--- config.mk ---
export PLATFORM = sky130hd
export DESIGN_NAME = regfile_wb_arbiter
export DESIGN_NICKNAME = d
export VERILOG_FILES = /design/src/rtl/regfile_wb_arbiter.sv
export SDC_FILE = /design/constraint.sdc
export NUM_CORES = 1
export LEC_CHECK = 0
export CELL_PAD_IN_SITES_DETAIL_PLACEMENT = 1
export CELL_PAD_IN_SITES_GLOBAL_PLACEMENT = 2
export CORE_AREA = 5 5 133 135
export DETAILED_ROUTE_END_ITERATION = 10
export DIE_AREA = 0 0 138 140
export PLACE_DENSITY = 0.71
export SYNTH_ARGS = -nofsm -noshare
export SYNTH_HDL_FRONTEND = slang
export SYNTH_SLANG_ARGS = --single-unit
--- constraint.sdc ---
create_clock -name Clk -period 2.6 [get_ports Clk]
set_input_delay 0.52 -clock Clk [delete_from_list [all_inputs] [get_ports Clk]]
set_output_delay 0.52 -clock Clk [all_outputs]
set_load 0.05 [all_outputs]
--- src/rtl/regfile_wb_arbiter.sv ---
// Arbitrates three writeback requesters onto the single register-file write port.
// Round-robin or fixed priority, registered write port, saturating contention counter.
module regfile_wb_arbiter #(
    parameter int unsigned DATA_W = 32,
    parameter int unsigned ADR_W  = 5,
    parameter bit          RR_EN  = 1'b1
) (
    input  logic              Clk,
    input  logic              Rst,
    input  logic              Req0Valid,
    input  logic [ADR_W-1:0]  Req0Adr,
    input  logic [DATA_W-1:0] Req0Data,
    output logic              Req0Ready,
    input  logic              Req1Valid,
    input  logic [ADR_W-1:0]  Req1Adr,
    input  logic [DATA_W-1:0] Req1Data,
    output logic              Req1Ready,
    input  logic              Req2Valid,
    input  logic [ADR_W-1:0]  Req2Adr,
    input  logic [DATA_W-1:0] Req2Data,
    output logic              Req2Ready,
    output logic              WE,
    output logic [ADR_W-1:0]  WAdr,
    output logic [DATA_W-1:0] Din,
    output logic [2:0]        GntOH,
    output logic [15:0]       ConflictCnt
);

    localparam int unsigned N_REQ = 3;
    localparam int unsigned PTR_W = 2;
    localparam int unsigned CNT_W = 16;

    // Index of the requester that follows a in the wrapping 0,1,2 order, b steps on.
    function automatic logic [PTR_W-1:0] wrap3(input logic [PTR_W-1:0] a,
                                               input logic [PTR_W-1:0] b);
        logic [PTR_W:0] sum;
        sum = (PTR_W+1)'(a) + (PTR_W+1)'(b);
        if (sum >= (PTR_W+1)'(N_REQ)) begin
            sum = sum - (PTR_W+1)'(N_REQ);
        end
        return PTR_W'(sum);
    endfunction

    logic [N_REQ-1:0]  valid_c;
    logic [N_REQ-1:0]  gnt_c;
    logic [PTR_W-1:0]  start_c;
    logic [PTR_W-1:0]  idx_c;
    logic [PTR_W-1:0]  cand_c;
    logic              any_c;
    logic              multi_c;
    logic [ADR_W-1:0]  sel_adr_c;
    logic [DATA_W-1:0] sel_data_c;

    logic              we_q, we_d;
    logic [ADR_W-1:0]  wadr_q, wadr_d;
    logic [DATA_W-1:0] din_q, din_d;
    logic [N_REQ-1:0]  gnt_oh_q, gnt_oh_d;
    logic [CNT_W-1:0]  cnt_q, cnt_d;
    logic [PTR_W-1:0]  last_q, last_d;

    assign valid_c = {Req2Valid, Req1Valid, Req0Valid};
    assign multi_c = (Req0Valid & Req1Valid) | (Req0Valid & Req2Valid) | (Req1Valid & Req2Valid);

    // Winner selection; nothing is granted while reset is held.
    always_comb begin
        any_c   = 1'b0;
        idx_c   = '0;
        cand_c  = '0;
        start_c = wrap3(last_q, PTR_W'(1));
        for (int unsigned i = 0; i < N_REQ; i++) begin
            if (RR_EN) begin
                cand_c = wrap3(start_c, PTR_W'(i));
            end else begin
                cand_c = PTR_W'(i);
            end
            if (!any_c && valid_c[cand_c]) begin
                any_c = 1'b1;
                idx_c = cand_c;
            end
        end
        if (Rst) begin
            any_c = 1'b0;
        end
        gnt_c = any_c ? (N_REQ'(1) << idx_c) : '0;
    end

    assign Req0Ready = gnt_c[0];
    assign Req1Ready = gnt_c[1];
    assign Req2Ready = gnt_c[2];

    always_comb begin
        case (idx_c)
            2'd0:    begin sel_adr_c = Req0Adr; sel_data_c = Req0Data; end
            2'd1:    begin sel_adr_c = Req1Adr; sel_data_c = Req1Data; end
            default: begin sel_adr_c = Req2Adr; sel_data_c = Req2Data; end
        endcase
    end

    // Next-state for the write port, grant pointer and contention counter.
    always_comb begin
        we_d     = 1'b0;
        gnt_oh_d = '0;
        wadr_d   = wadr_q;
        din_d    = din_q;
        last_d   = last_q;
        cnt_d    = cnt_q;
        if (any_c) begin
            we_d     = |sel_adr_c;
            gnt_oh_d = gnt_c;
            wadr_d   = sel_adr_c;
            din_d    = sel_data_c;
            last_d   = idx_c;
        end
        if (multi_c && (cnt_q != '1)) begin
            cnt_d = cnt_q + CNT_W'(1);
        end
    end

    always_ff @(posedge Clk) begin
        if (Rst) begin
            we_q     <= 1'b0;
            wadr_q   <= '0;
            din_q    <= '0;
            gnt_oh_q <= '0;
            cnt_q    <= '0;
            last_q   <= PTR_W'(2);
        end else begin
            we_q     <= we_d;
            wadr_q   <= wadr_d;
            din_q    <= din_d;
            gnt_oh_q <= gnt_oh_d;
            cnt_q    <= cnt_d;
            last_q   <= last_d;
        end
    end

    assign WE          = we_q;
    assign WAdr        = wadr_q;
    assign Din         = din_q;
    assign GntOH       = gnt_oh_q;
    assign ConflictCnt = cnt_q;

endmodule
# Yosys cells after proc, flatten, opt, wreduce, memory -nomap -nowiden
# Cells that the tools add are included.
[totals] ramBits=0 memories=0 inputBits=116 regBits=59 latch_bits=0 mem_bits_ro=0 out_inout_bits=60
[classes] shift=1 n_lt_le_gt_ge=7 n_div=0 n_eq_ne=2 reduce_logical=8 bitwise=6 multipliers=0 add_sub_neg=8 muxes=20
[op_table] cell="32-bit one-hot mux with 2 select lines" n=1
[op_table] cell="16-bit by 1-bit adder with 16-bit output, second input constant" n=1
[op_table] cell="16-bit inequality test, second input constant" n=1
[op_table] cell="2-bit 2-to-1 mux" n=7
[op_table] cell="5-bit one-hot mux with 2 select lines" n=1
[op_table] cell="3-bit by 2-bit >= comparator with 1-bit output, second input constant" n=3
[op_table] cell="2-bit by 3-bit < comparator with 1-bit output, second input constant" n=3
[op_table] cell="2-bit subtractor, second input constant" n=4
[op_table] cell="1-bit 2-to-1 mux" n=7
[op_table] cell="2-bit by 1-bit adder with 3-bit output, second input constant" n=2
[op_table] cell="1-bit binary-select mux with 2-bit select" n=3
[op_table] cell="5-bit OR reduction" n=1
[op_table] cell="2-bit by 2-bit adder with 3-bit output, second input constant" n=1
[op_table] cell="1-bit bitwise AND" n=3
[op_table] cell="1-bit logical AND" n=3
[op_table] cell="3-bit 2-to-1 mux" n=1
[op_table] cell="1-bit by 2-bit left shift with 3-bit output, first input constant" n=1
[op_table] cell="2-bit by 1-bit equality test with 1-bit output, second input constant" n=1
[op_table] cell="2-bit >= comparator, second input constant" n=1
[op_table] cell="1-bit zero test" n=2
[op_table] cell="2-bit zero test" n=1
[op_table] cell="1-bit OR" n=2
[op_table] cell="2-bit OR reduction" n=1
[op_table] cell="1-bit inverter" n=1

# Longest topological paths before layout
# Gate-level depths: netlist (run 1).
[depth] depth_word=17 depth_mapped=10 mapped_depth_nobuf=8

# Least setup slack after synthesis (run 1)
# No wires, ideal clock.
[synth_path] path_kind="reg-to-output" startpoint="reg last_q[0]" endpoint="out Req2Ready" setup_slack_ps=-520 required_time_ps=2080 stages_incl_launch_ff=10 arrival_ps=2600 path_cell_list="dfxtp_1 > inv_1 > ha_1 > buf_2 > or3_1 > a221o_1 > o21ai_2 > buf_6 > buf_4 > nor2b_1"
[synth_via] elab_chain_len=16 word_cells_on_any_way=34 cone_classes="7 x add/sub; 4 x order compare; 1 x shift; 18 x mux; 4 x reduce/logical"
[synth_lines] element="start: declaration" line_no="59" source="logic [PTR_W-1:0] last_q, last_d;"
[synth_lines] element="start signal: assignment" line_no="133" source="last_q <= last_d;"
[synth_lines] element="2-bit by 1-bit adder with 3-bit output (*)" line_no="37" source="sum = (PTR_W+1)'(a) + (PTR_W+1)'(b);"
[synth_lines] element="3-bit by 2-bit >= comparator with 1-bit output or 2-bit subtractor (tied branches)" line_no="38, 39"
[synth_lines] element="2-bit 2-to-1 mux (*)" line_no="38" source="if (sum >= (PTR_W+1)'(N_REQ)) begin"
[synth_lines] element="branches (longest 12 deep; another with 2-bit by 1-bit adder with 3-bit output)"
[synth_lines] element="3-bit 2-to-1 mux (*)" line_no="84" source="gnt_c = any_c ? (N_REQ'(1) << idx_c) : '0;"
[synth_lines] element="end: declaration" line_no="21" source="output logic Req2Ready,"
# Every way passes the cells marked *. The select of a mux whose other input is x is not followed.

# Worst setup path in the final report (run 1)
# Same ends and word-level chain as after synthesis.

==> results of run 1 <==
through the flow:
stage | instance area [um2] | hold WS [ps] | power [mW] | setup WS, ps
finish | 5542 | 451.1 | 6.501 | -53.35
global route | 5542 | 482.9 | 6.884 | -124.9
CTS | 5484 | 457.1 | 6.441 | -110.5
detailed placement | 5054 | 444.9 | 4.966 | -125.2
global placement | 5054 | 436.1 | 4.923 | -90.29
floorplan | 2899 | 472.0 | 3.514 | -90.62
critical path: stages, from the launching register on:
cell     delay [ps]
dfxtp_2         330
buf_6           120
ha_4            160
buf_6           110
or3_4           350
a221o_1         310
o21ai_2          80
nor2b_4         180
buf_8           160
final cells by class:
type                            count  area [um2]
Tap cell                          220       275.3
Timing Repair Buffer              211        2112
Sequential cell                    59        1186
Clock inverter                      7       77.57
Clock buffer                        9       225.2
Inverter                            9       33.78
Multi-Input combinational cell    223        1632
Fill cell                        1871       10810
placed cells by master (no fill, tap or decap), types with 2 or more instances in the layout:
cell / instances
o21ai_4: 2
buf_8: 3
clkinv_4: 3
nand3b_1: 2
clkdlybuf4s50_1: 170
buf_12: 3
nand4_1: 2
buf_4: 28
a21oi_1: 4
dlymetal6s2s_1: 2
ha_4: 2
a222oi_1: 37
nor2b_4: 3
dfxtp_1: 57
nor2_1: 26
clkbuf_16: 10
ha_1: 2
xnor2_1: 13
inv_2: 2
buf_6: 4
a211oi_1: 8
or3_4: 2
o21ai_0: 23
nor3_1: 5
nand2_1: 42
o21ai_1: 11
mux2i_1: 3
nand3_1: 3
a31oi_1: 2
inv_1: 7
nor2b_1: 6
sequential cells by signal, indices dropped and copies added, names as in the netlist:
register     count
ConflictCnt     16
Din             32
GntOH            3
WAdr             5
WE               1
last_q           2
how the worst max path moves through the flow:
stage,start,end,slack (ps)
6_report,last_q[0],Req2Ready,-50
5_1_grt,last_q[0],Req2Ready,-120
4_1_cts,last_q[0],Req2Ready,-110
2_1_floorplan,last_q[0],Req2Ready,-90
3_3_place_gp,Req1Valid,WE,-90
3_5_place_dp,Req2Valid,WE,-130
logic make-up (layout without fill, tap and decap cells):
family	Yosys count	count (layout)	synth area share (%)
adder cells (fa/ha/maj)	5	5	2.092
buffers and inverters	37	236	6.843
AND/OR/NAND/NOR	105	105	18.35
multiplexers	3	3	1.046
XOR/XNOR	13	13	3.967
flip-flops	59	59	41.15
AO/OA/AOI/OAI	97	97	26.55
power by group:
part | internal (mW) | switching [mW] | leakage (nW) | total (mW)
sequential | 1.15 | 0.119 | 0.485 | 1.27
combinational | 1.70 | 2.32 | 1.35 | 4.02
clock | 0.748 | 0.470 | 0.146 | 1.22
routing by layer:
layer  wire length [um]  part of all wire [%]  track usage [%]  up-vias
li1                   -                     -                -     1589
met1               5589                    42            15.57     1550
met2               6609                    49            23.02      130
met3                987                   7.4            5.044       15
met4                188                   1.4            3.692        2
met5                 13                 0.097                0        -
timing repair:
action	4_1_cts	5_1_grt
buffers inserted	5	1
pin swaps	7	11
endpoints found under the hold margin	0	0
cloned	0	1
resized for setup	22	11
endpoints found under the setup margin	5	36
==> results.sh, run 1 <==
export IMPL_postCtsHoldBufs=0
export IMPL_grt_pass1_vias=3613
export IMPL_slew_viol_final=0
export IMPL_yosysTopAreaCell="dfxtp_1"
export IMPL_fin_crit_ps=2653
export IMPL_critPathRequiredTime_ps=2080
export IMPL_min_path_type="reg -> reg"
export IMPL_finClkSkew_ps=2.752
export IMPL_max_slew_margin_pct=58.12
export IMPL_violations="setup timing"
export IMPL_yosysMostFrequentCell="dfxtp_1"
export IMPL_arrival_ps=2130
export IMPL_final_util_pct=33.90
export IMPL_layout_drive_gt1_share_pct=16.41
export IMPL_die_area_um2=19320
export IMPL_cap_viol_max_count=0
export IMPL_yosysWarnings=0
export IMPL_io_buffer_count=175
export IMPL_yosys_register_bits=59
export IMPL_synth_edf_count=0
export IMPL_post_drt_wl_per_cell_um=18.14
export IMPL_r2r_end="Din[30]"
export IMPL_min_period_over_period_pct=102.1
export IMPL_dr_pass1_iters=7
export IMPL_num_vias=3286
export IMPL_dieWidth_um=138
export IMPL_cts_buffer_depth=2
export IMPL_syn_nets=439
export IMPL_ys_types=45
export IMPL_fin_cells=738
export IMPL_antenna_left=0
export IMPL_via_per_inst=4.453
export IMPL_timing_fmax_mhz=376.9
export IMPL_peakVddDrop_uv=489.9
export IMPL_drcViolationCount=0
export IMPL_yosys_top_cells_area="dfxtp_1 41%, a222oi_1 13%, nand2_1 5.5%, o21ai_0 4.2%, xnor2_1 4.0%"
export IMPL_diodes=0
export IMPL_cts_tree="yes"
export IMPL_clk_latency_ps=330
export IMPL_cts_root_buffer="clkbuf_16"
export IMPL_dp_cells=716
export IMPL_antenna_found_initial=1
export IMPL_worstHoldPathCells=2
export IMPL_worst_r2r_cell_count=11
export IMPL_path_class="reg -> out"
export IMPL_core_area_um2=16350
export IMPL_p_per_area_nw_per_um2=1173
export IMPL_cts_clk_slew_worst_paths_ps=60
export IMPL_syn_area_um2=2870
export IMPL_fin_nets=633
export IMPL_dieHeight_um=140
export IMPL_track_usage_pct=13.36
export IMPL_rrSetupSlack_ps=160
export IMPL_whs_endpoint="Din[23]"
export IMPL_dp_hpwl_mm=10.11
export IMPL_htreeDepth=3
export IMPL_synth_area_per_cell_um2=8.998
export IMPL_synth_top_area_share_pct=41.15
export IMPL_async_flop_share_pct=0
export IMPL_grt_ovfl_total=0
export IMPL_hold_viol_final=0
export IMPL_drt_initial_drc_count=183
export IMPL_ios=176
export IMPL_worstHoldStart="Din[23]"
export IMPL_crit_path_start_kind="flop"
export IMPL_start_util_pct=17.56
export IMPL_grt_pass1_wl_mm=20.76
export IMPL_worstMarginPinSlew_ps=626.2
export IMPL_synthesis_instances=319
export IMPL_synth_top_cells_by_count="59 x dfxtp_1, 42 x nand2_1, 37 x a222oi_1, 27 x nor2_1, 24 x o21ai_0"
export IMPL_worstSetupEndpointType="output pin"
export IMPL_setup_viol=2
export IMPL_p_leak_nw=1.977
export IMPL_clock_sinks=59
export IMPL_ys_seq_area_share_pct=41.15
export IMPL_outcome="finished with violations"
export IMPL_place_congestion=0.8396
export IMPL_synth_ff_type="dfxtp_1"
export IMPL_finalWorstSetupSlack_ps=-53.35
export IMPL_drt_total_wl_mm=13.39
export IMPL_cts_made_buffers=9
export IMPL_r2r_start="last_q[0]"
export IMPL_worstPathMaxFanout=4
export IMPL_rows=47
export IMPL_grt_max_degree=38
export IMPL_area_growth_syn_to_layout_pct=93.07
export IMPL_rsz0062_at_grt="yes"
export IMPL_fin_tns_setup_ps=-96.75
Note: power is estimated with default switching activity, not from simulation.
==> run 2, diff against run 1 <==
- CORE_AREA: 5 5 133 135 -> 2 2 130 132
- DIE_AREA: 0 0 138 140 -> 0 0 132 134
==> run 2 against run 1 <==
Compared with the run above:
- the flow still finishes with violations (setup timing)
- hold slack about the same
- critical path depth fell by 1
- setup slack improved by 51 ps
- die area is 8.4% lower
- register-to-register slack worse by 30 ps
- utilization shrank 0.55 points
- total power shrank 4.7%
- fmax increased by 1.9%
- clock skew increased by 3.6 ps
- via count decreased by 0.37%
- sequential share of layout area up 0.43 points
- largest power group unchanged
==> results.sh, run 2 (synthesis gave the netlist of run 1 again) <==
export IMPL_num_vias=3274
export IMPL_via_per_inst=4.467
export IMPL_worst_hold_slack_ps=450.8
export IMPL_cts_buffer_depth=2
export IMPL_dieWidth_um=132
export IMPL_dpl_instance_area_um2=5034
export IMPL_grt_pass1_wl_mm=19.70
export IMPL_clk_latency_ps=320
export IMPL_nFillCells=1880
export IMPL_min_period_over_period_pct=100.1
export IMPL_rrSetupSlack_ps=130
export IMPL_finalWorstSetupSlack_ps=-2.718
export IMPL_worst_r2r_cell_count=11
export IMPL_worstHoldPathCells=2
export IMPL_drt_total_wl_mm=12.62
export IMPL_peakVddDrop_uv=475.2
export IMPL_io_buffer_count=175
export IMPL_worstHoldStart="Din[2]"
export IMPL_rows=47
export IMPL_crit_path_start_kind="flop"
export IMPL_fin_cells=733
export IMPL_cts_clk_slew_worst_paths_ps=50
export IMPL_post_drt_wl_per_cell_um=17.21
export IMPL_cts_root_buffer="clkbuf_16"
export IMPL_arrival_ps=2080
export IMPL_diodes=0
export IMPL_r2r_start="last_q[0]"
export IMPL_cap_viol_max_count=0
export IMPL_grt_ovfl_total=0
export IMPL_grt_pass1_vias=3514
export IMPL_postCtsHoldBufs=0
export IMPL_setup_viol=1
export IMPL_area_growth_syn_to_layout_pct=89.23
export IMPL_r2r_end="Din[28]"
export IMPL_max_slew_margin_pct=59.62
export IMPL_htreeDepth=3
export IMPL_fin_nets=628
export IMPL_start_util_pct=17.62
export IMPL_cts_made_buffers=9
export IMPL_p_leak_nw=1.923
export IMPL_layout_drive_gt1_share_pct=14.81
export IMPL_dp_cells=714
export IMPL_worstSetupEndpointType="output pin"
export IMPL_rsz0062_at_grt="yes"
export IMPL_dr_pass1_iters=6
export IMPL_timing_fmax_mhz=384.2
export IMPL_antenna_found_initial=0
export IMPL_finClkSkew_ps=6.356
export IMPL_core_area_um2=16290
export IMPL_outcome="finished with violations"
export IMPL_fin_crit_ps=2603
export IMPL_clock_sinks=59
export IMPL_violations="setup timing"
export IMPL_p_per_area_nw_per_um2=1141
export IMPL_drt_initial_drc_count=218
export IMPL_mostFrequentLayoutCells="169 x clkdlybuf4s50_1, 57 x dfxtp_1, 42 x nand2_1"
export IMPL_die_area_um2=17690
export IMPL_whs_endpoint="Din[2]"
export IMPL_dp_hpwl_mm=9.431
export IMPL_cts_tree="yes"
export IMPL_hold_viol_final=0
export IMPL_final_common_cell="clkdlybuf4s50_1"
export IMPL_worstMarginPinSlew_ps=603.8
export IMPL_path_class="reg -> out"
export IMPL_worstPathMaxFanout=5
export IMPL_place_congestion=0.8239
export IMPL_critPathRequiredTime_ps=2080
export IMPL_track_usage_pct=14.17
export IMPL_multi_input_area_um2=1612
export IMPL_largest_reg_flops=32
export IMPL_fin_area_um2=5431
export IMPL_ios=176
export IMPL_slew_viol_final=0
export IMPL_antenna_left=0
export IMPL_seq_area_um2=1186
export IMPL_dieHeight_um=134
export IMPL_drcViolationCount=0
export IMPL_grt_max_degree=36
export IMPL_min_path_type="reg -> reg"
-- run 2: what timing repair did --
| action | CTS | global route |
|---|---|---|
| gates resized for setup | 18 | 8 |
| endpoints found under the hold margin | 0 | 0 |
| pin swaps | 5 | 5 |
| setup buffers | 3 | 0 |
| endpoints found under the setup margin | 3 | 17 |
-- run 2: how the worst max path moves through the flow --
stage                   start  cells past startpoint        end  slack (ps)
detailed placement  Req2Valid                      8    Din[27]        -170
finish              last_q[0]                      7  Req2Ready          -3
global placement    Req2Valid                      8    Din[27]         -80
floorplan           last_q[0]                      9  Req2Ready         -90
CTS                 last_q[0]                      7  Req2Ready         -40
global route        last_q[0]                      9  Req0Ready        -110
-- run 2: worst max-delay path, cell delays in order, from the launching register on --
cell,delay [ps]
dfxtp_2,320
buf_6,110
ha_4,160
or3_1,390
a221o_1,350
o21ai_4,80
nor2b_4,180
buf_8,150
-- run 2: layout make-up --
type / count / area share (%)
inverter: 9 / 0.6220
clock buffer: 11 / 4.653
timing repair buffer: 206 / 37.64
multi-input combinational: 223 / 29.67
tap: 220 / 5.068
clock inverter: 5 / 0.5068
sequential: 59 / 21.84
-- run 2: per-layer routing --
| layer | vias up | wire (um) | global-route usage, % | share of wire [%] |
|---|---|---|---|---|
| li1 | 1573 | - | - | - |
| met1 | 1557 | 5531 | 16.88 | 44 |
| met2 | 130 | 5913 | 23.73 | 47 |
| met3 | 14 | 976 | 4.686 | 7.7 |
| met4 | 0 | 196 | 5.374 | 1.6 |
| met5 | - | 0 | 0 | 0 |
-- run 2: per-stage QoR --
step | setup TNS (ps) | total power, mW | util (%) | setup WS [ps]
after floorplan | -90.62 | 3.514 | - | -90.62
after global placement | -808.7 | 4.812 | 30.90 | -84.95
after detailed placement | -3366 | 4.910 | 30.90 | -171.9
after CTS | -67.69 | 6.205 | 33.09 | -35.57
after global routing | -276.2 | 6.591 | 33.34 | -105.5
final | -2.718 | 6.197 | 33.34 | -2.718
-- run 2: report_power, final --
| group | switching [mW] | internal, mW | leakage (nW) |
|---|---|---|---|
| clock network | 0.426 | 0.689 | 0.141 |
| registers | 0.119 | 1.15 | 0.485 |
| logic | 2.26 | 1.55 | 1.30 |
| total | 2.81 | 3.39 | 1.92 |
